File: src/rtl/led_mode_sequencer_if.sv
// led_mode_sequencer_if: raw switch pins in, LED pins and mode/pause status out.
interface led_mode_sequencer_if;
  logic [3:0] i_sw_n;
  logic       o_led_blue;
  logic       o_led_green;
  logic       o_led_orange;
  logic       o_led_red;
  logic [1:0] o_mode;
  logic       o_paused;
  modport master (output i_sw_n, input o_led_blue, o_led_green, o_led_orange, o_led_red, o_mode, o_paused);
  modport slave  (input i_sw_n, output o_led_blue, o_led_green, o_led_orange, o_led_red, o_mode, o_paused);
endinterface

File: src/rtl/led_mode_sequencer.sv
// led_mode_sequencer: debounced push switches step four LEDs through OFF/CHASE/BLINK/BINARY modes.
// Define LED_ACTIVE_LOW_EN to drive the LED pins inverted for active-low boards.
module led_mode_sequencer #(
  parameter int DEBOUNCE_CYCLES = 240000,
  parameter int TICK_CYCLES     = 3000000
) (
  input logic                 i_clk,
  input logic                 i_rst_n,
  led_mode_sequencer_if.slave bus
);
  localparam int DW = $clog2(DEBOUNCE_CYCLES);
  localparam int TW = $clog2(TICK_CYCLES);
  typedef enum logic [1:0] {OFF, CHASE, BLINK, BINARY} mode_t;
  logic [3:0] s1, s2, db, db_d, blk, ev, p, p_step, p_entry;
  logic [1:0] live;
  logic [DW-1:0] dcnt [4];
  logic [TW-1:0] tcnt, tmax;
  mode_t mode, mode_nx;
  logic paused, fast, mc, tick, tclr;
  // blk masks switches seen pressed during reset until a genuine release is observed
  always_ff @(posedge i_clk)
    if (!i_rst_n) begin
      s1   <= '1;
      s2   <= '1;
      db_d <= '1;
      live <= '0;
      blk  <= ~bus.i_sw_n;
    end else begin
      s1   <= bus.i_sw_n;
      s2   <= s1;
      db_d <= db;
      live <= {live[0], 1'b1};
      blk  <= blk & ~(db & s2 & {4{live[1]}});
    end
  always_ff @(posedge i_clk)
    for (int i = 0; i < 4; i++)
      if (!i_rst_n) begin
        dcnt[i] <= '0;
        db[i]   <= 1'b1;
      end else if (s2[i] == db[i]) begin
        dcnt[i] <= '0;
      end else if (dcnt[i] == DW'(DEBOUNCE_CYCLES - 1)) begin
        dcnt[i] <= '0;
        db[i]   <= s2[i];
      end else begin
        dcnt[i] <= dcnt[i] + DW'(1);
      end
  assign ev      = db_d & ~db & ~blk;
  assign mc      = ev[0] ^ ev[1];
  assign mode_nx = mode_t'(ev[0] ? mode + 2'd1 : mode - 2'd1);
  assign tmax    = fast ? TW'(TICK_CYCLES / 2 - 1) : TW'(TICK_CYCLES - 1);
  assign tick    = !paused && tcnt == tmax;
  assign tclr    = mc || ev[3] || (ev[2] && !paused);
  assign p_entry = mode_nx == CHASE ? 4'b0001 : mode_nx == BLINK ? 4'b1111 : 4'b0000;
  assign p_step  = mode == CHASE ? {p[2:0], p[3]} : mode == BLINK ? ~p : mode == BINARY ? p + 4'd1 : 4'b0000;
  always_ff @(posedge i_clk)
    if (!i_rst_n) begin
      mode   <= OFF;
      p      <= '0;
      paused <= 1'b0;
      fast   <= 1'b0;
      tcnt   <= '0;
    end else begin
      if (mc) begin
        mode <= mode_nx;
        p    <= p_entry;
      end else if (tick) begin
        p <= p_step;
      end
      paused <= paused ^ ev[2];
      fast   <= fast ^ ev[3];
      tcnt   <= (tclr || tick) ? '0 : paused ? tcnt : tcnt + TW'(1);
    end
`ifdef LED_ACTIVE_LOW_EN
  assign {bus.o_led_blue, bus.o_led_green, bus.o_led_orange, bus.o_led_red} = ~p;
`else
  assign {bus.o_led_blue, bus.o_led_green, bus.o_led_orange, bus.o_led_red} = p;
`endif
  assign bus.o_mode   = mode;
  assign bus.o_paused = paused;
endmodule

File: src/flat_wrapper.sv
// flat-port wrapper written by rule: the top's interface ports become plain ports
module led_mode_sequencer_flat 
#(
  parameter int DEBOUNCE_CYCLES = 240000,
  parameter int TICK_CYCLES     = 3000000
)
  (i_clk, i_rst_n, bus_i_sw_n, bus_o_led_blue, bus_o_led_green, bus_o_led_orange, bus_o_led_red, bus_o_mode, bus_o_paused);
  led_mode_sequencer_if bus_i ();
  input logic i_clk;
  input logic i_rst_n;
  input wire logic [$bits(bus_i.i_sw_n)-1:0] bus_i_sw_n;
  output wire logic [$bits(bus_i.o_led_blue)-1:0] bus_o_led_blue;
  output wire logic [$bits(bus_i.o_led_green)-1:0] bus_o_led_green;
  output wire logic [$bits(bus_i.o_led_orange)-1:0] bus_o_led_orange;
  output wire logic [$bits(bus_i.o_led_red)-1:0] bus_o_led_red;
  output wire logic [$bits(bus_i.o_mode)-1:0] bus_o_mode;
  output wire logic [$bits(bus_i.o_paused)-1:0] bus_o_paused;
  assign bus_i.i_sw_n = bus_i_sw_n;
  assign bus_o_led_blue = bus_i.o_led_blue;
  assign bus_o_led_green = bus_i.o_led_green;
  assign bus_o_led_orange = bus_i.o_led_orange;
  assign bus_o_led_red = bus_i.o_led_red;
  assign bus_o_mode = bus_i.o_mode;
  assign bus_o_paused = bus_i.o_paused;
  led_mode_sequencer #(.DEBOUNCE_CYCLES(DEBOUNCE_CYCLES), .TICK_CYCLES(TICK_CYCLES)) u_core (.i_clk(i_clk), .i_rst_n(i_rst_n), .bus(bus_i));
endmodule
File: config.mk
export PLATFORM = sky130hd
export DESIGN_NAME = led_mode_sequencer_flat
export DESIGN_NICKNAME = d
export VERILOG_FILES = /design/src/rtl/led_mode_sequencer_if.sv /design/src/rtl/led_mode_sequencer.sv /design/src/flat_wrapper.sv
export SDC_FILE = /design/constraint.sdc
export NUM_CORES = 1
export LEC_CHECK = 0
export BUFFER_PORTS_ARGS = -buffer_cell sky130_fd_sc_hd__buf_2
export CAP_MARGIN = 20
export CORE_MARGIN = 3
export CORE_UTILIZATION = 30
export CTS_BUF_LIST = sky130_fd_sc_hd__clkbuf_16
export CTS_CLUSTER_SIZE = 8
export DETAILED_ROUTE_END_ITERATION = 8
export PLACE_DENSITY = 0.53
export SYNTH_ARGS = -nofsm -noshare
export SYNTH_HDL_FRONTEND = slang
export SYNTH_SLANG_ARGS = --single-unit
File: constraint.sdc
create_clock -name i_clk -period 3.48 [get_ports i_clk]
set_input_delay 0 -clock i_clk [delete_from_list [all_inputs] [get_ports i_clk]]
set_output_delay 0 -clock i_clk [all_outputs]
set_load 0.05 [all_outputs]
==> impl_metrics.env <==
export IMPL_status="complete, no violations"
export IMPL_synthArstFlopShare=0
export IMPL_min_period_ns=2.117
export IMPL_syn_inst=605
export IMPL_grt_pass1_wl_mm=18.86
export IMPL_cp_start_kind="flip-flop"
export IMPL_required_ns=3.63
export IMPL_power_density_nw_per_um2=462.4
export IMPL_relSlewSlack=0.4150
export IMPL_track_usage=0.1040
export IMPL_drtIter0Drc=318
export IMPL_cts_repair_resized=0
export IMPL_cts_buffers=17
export IMPL_timing_hold_ws_ns=0.3523
export IMPL_synthToLayoutAreaGrowth_pct=19.50
export IMPL_clk_pin_slew_ns=0.06
export IMPL_num_antenna_cells=0
export IMPL_vias=4246
export IMPL_ant_nets=0
export IMPL_skew_ns=0.007044
export IMPL_min_path_type="in2reg"
export IMPL_switchingPower_uw=733.7
export IMPL_numPortBuffers=12
export IMPL_drive_gt1_frac=0.07303
export IMPL_drc=0
export IMPL_die_h_um=149.0
export IMPL_ir_worst_vdd_mv=0.3362
export IMPL_path_cells="ha_1 > nand4_1 > nor4_1 > nand3b_2 > nor2_1"
export IMPL_h_tree_depth=4
export IMPL_crit_buf_inv=0
export IMPL_path_class="reg2reg"
export IMPL_finalSetupViolations=0
export IMPL_finalCritPeriodShare=0.6083
export IMPL_synth_warnings=0
export IMPL_clock_sinks=124
export IMPL_worstMarginPinSlew_ns=0.8709
export IMPL_seqPwrFrac=0.486
export IMPL_antenna_found_initial=0
export IMPL_hold_viol=0
export IMPL_swShare=0.2165
export IMPL_grt_pass1_vias=4118
export IMPL_max_stage_delay_ns=0.46
export IMPL_p_int_uw=2655
export IMPL_synth_edf_count=72
export IMPL_nets=720
export IMPL_via_per_inst=4.346
export IMPL_initial_core_util=0.3101
export IMPL_endpoint_kind="flip-flop"
export IMPL_rows=51
export IMPL_clockRootBuffer="clkbuf_16"
export IMPL_cp_top_family="simple AND/OR/NAND/NOR gates"
export IMPL_fmax_ghz=0.4724
export IMPL_crit_fanout=18
export IMPL_cp_arrival_ns=2.27
export IMPL_wire_per_inst_um=10.83
export IMPL_fin_tns_setup_ns=0
export IMPL_slew_violations=0
export IMPL_ys_ff_latch=124
export IMPL_rsz0062_at_grt="false"
export IMPL_crit_slowest_cell="nor4_1"
export IMPL_ios=13
export IMPL_synth_cell_types=49
export IMPL_cts_tree="done"
export IMPL_drt_wl_total_mm=10.58
export IMPL_avgSynthCellArea_um2=10.14
export IMPL_maxCapViolCount=0
export IMPL_core_um2=19780
export IMPL_clockBufferDepth=2
export IMPL_power_clock_fraction=0.483
export IMPL_synth_seq_area_share=0.5222
export IMPL_layout_common_cells="nor2_1, edfxtp_1, conb_1"
export IMPL_p_comb_frac=0.031
export IMPL_ys_flop_type="edfxtp_1"
export IMPL_synthesis_area_um2=6133
export IMPL_die_area_um2=22200
export IMPL_dr_pass1_iters=8
export IMPL_final_common_cell="nor2_1"
export IMPL_die_w_um=149.0
export IMPL_gr_total_overflow=0
export IMPL_clock_latency_ns=0.41
export IMPL_grt_start_max_net_pins=32
export IMPL_post_dp_hpwl_mm=7.333
export IMPL_p_leak_uw=0.002639
export IMPL_place_congestion=0.7381
-- per-layer routing --
layer  vias up  part of all wire  GRT usage
met5         -                 0          0
met4         0             0.014    0.04256
met3        11             0.025    0.02947
met2        25              0.44     0.1595
met1      1959              0.52     0.1386
li1       2251                 -          -
-- logic make-up (layout without fill, tap and decap cells) --
group / after synthesis / in the layout / synth area share
and+or+nand+nor: 315 / 315 / 0.2570
DFF: 124 / 124 / 0.5222
xor gates and xnor gates: 89 / 89 / 0.1271
buffers and inverters: 28 / 64 / 0.02019
AOI/OAI and AO/OA: 25 / 25 / 0.02897
adders and majority gates: 15 / 15 / 0.03060
muxes: 8 / 8 / 0.01326
other: 1 / 72 / 0.0006114
-- power by group through the flow --
stage | Combinational, uW | Sequential (uW) | Clock (uW)
4_1_cts | 107 | 1650 | 1690
5_1_grt | 127 | 1650 | 1750
2_1_floorplan | 85.4 | 1660 | 0
3_3_place_gp | 102 | 1680 | 0
6_report | 106 | 1650 | 1640
3_5_place_dp | 101 | 1680 | 0
-- state kept, by name (all words and copies together), names as in the netlist, 4 cells and up --
register	cells
u_core.db	4
u_core.s2	4
u_core.blk	4
u_core.p	4
u_core.dcnt	72
u_core.db_d	4
u_core.tcnt	22
u_core.s1	4
-- synth_stat cells (2+ instances only) --
cell       instances  area [um2]
a211oi_1           3       22.52
clkbuf_1           9       33.78
and4_1             5       43.79
a41oi_1            2       17.52
nand4_1           25       156.4
nand3_1           41       205.2
nand3b_1           2       15.01
inv_1             14       52.55
and3_1            13       81.33
nor4_1            10       62.56
nand2_1           44       165.2
a21oi_1            7       35.03
nor2_1           120       450.4
nand2b_1          14       87.58
xnor2_1           45       394.1
xor2_1            44       385.4
edfxtp_1          72        2162
dfxtp_1           52        1041
ha_1              15       187.7
buf_4              3       22.52
nor3b_1            5       37.54
o21ai_0            6       30.03
and2_1             3       18.77
mux2i_1            7       70.07
nor3_1            16       80.08
nand4b_1           4       35.03
nand4bb_1          2       22.52
-- tightest hold or removal path: stages --
cell and delay, ns:
dlygate4sd3_1 0.54, buf_2 0.11, o21ai_0 0.06
-- stage by stage --
stage / instances / worst slack [ns] / util / instance area (um2) / power, uW
finish: 977 / 1.363 / 0.3705 / 7330 / 3389
global route: 977 / 1.050 / 0.3705 / 7330 / 3528
floorplan: 676 / 1.418 / - / 6400 / 1749
CTS: 977 / 1.298 / 0.3705 / 7330 / 3441
detailed placement: 940 / 1.340 / 0.3401 / 6728 / 1778
global placement: 940 / 1.288 / 0.3401 / 6728 / 1777
-- area by class of cell --
class | count | area (um2)
clock buffer | 18 | 450.4
clock inverter | 14 | 101.3
fill | 2041 | 12450
inverter | 14 | 52.55
multi-input combinational | 524 | 3073
sequential | 124 | 3203
tap | 265 | 331.6
timing repair buffer | 18 | 117.6
-- worst paths after layout --
| kind | cells after the start | slack, ns | startpoint | end |
|---|---|---|---|---|
| max | 5 | 1.36 | u_core.dcnt[0][0]$_SDFFCE_PN0P_ | u_core.dcnt[0][9]$_SDFFCE_PN0P_ |
| min | 3 | 0.35 | bus_i_sw_n[3] | u_core.blk[3]$_DFF_P_ |
| max reg2reg | 5 | 1.36 | u_core.dcnt[0][0]$_SDFFCE_PN0P_ | u_core.dcnt[0][9]$_SDFFCE_PN0P_ |
| min reg2reg | 1 | 0.40 | u_core.s1[3]$_SDFF_PN1_ | u_core.s2[3]$_SDFF_PN1_ |
-- what timing repair did --
| action | 4_1_cts | 5_1_grt |
|---|---|---|
| hold buffers | 5 | 0 |
| setup buffers | 0 | 0 |
| endpoints found under the hold margin | 9 | 0 |
No activity file was read; power rests on OpenSTA's default activity.
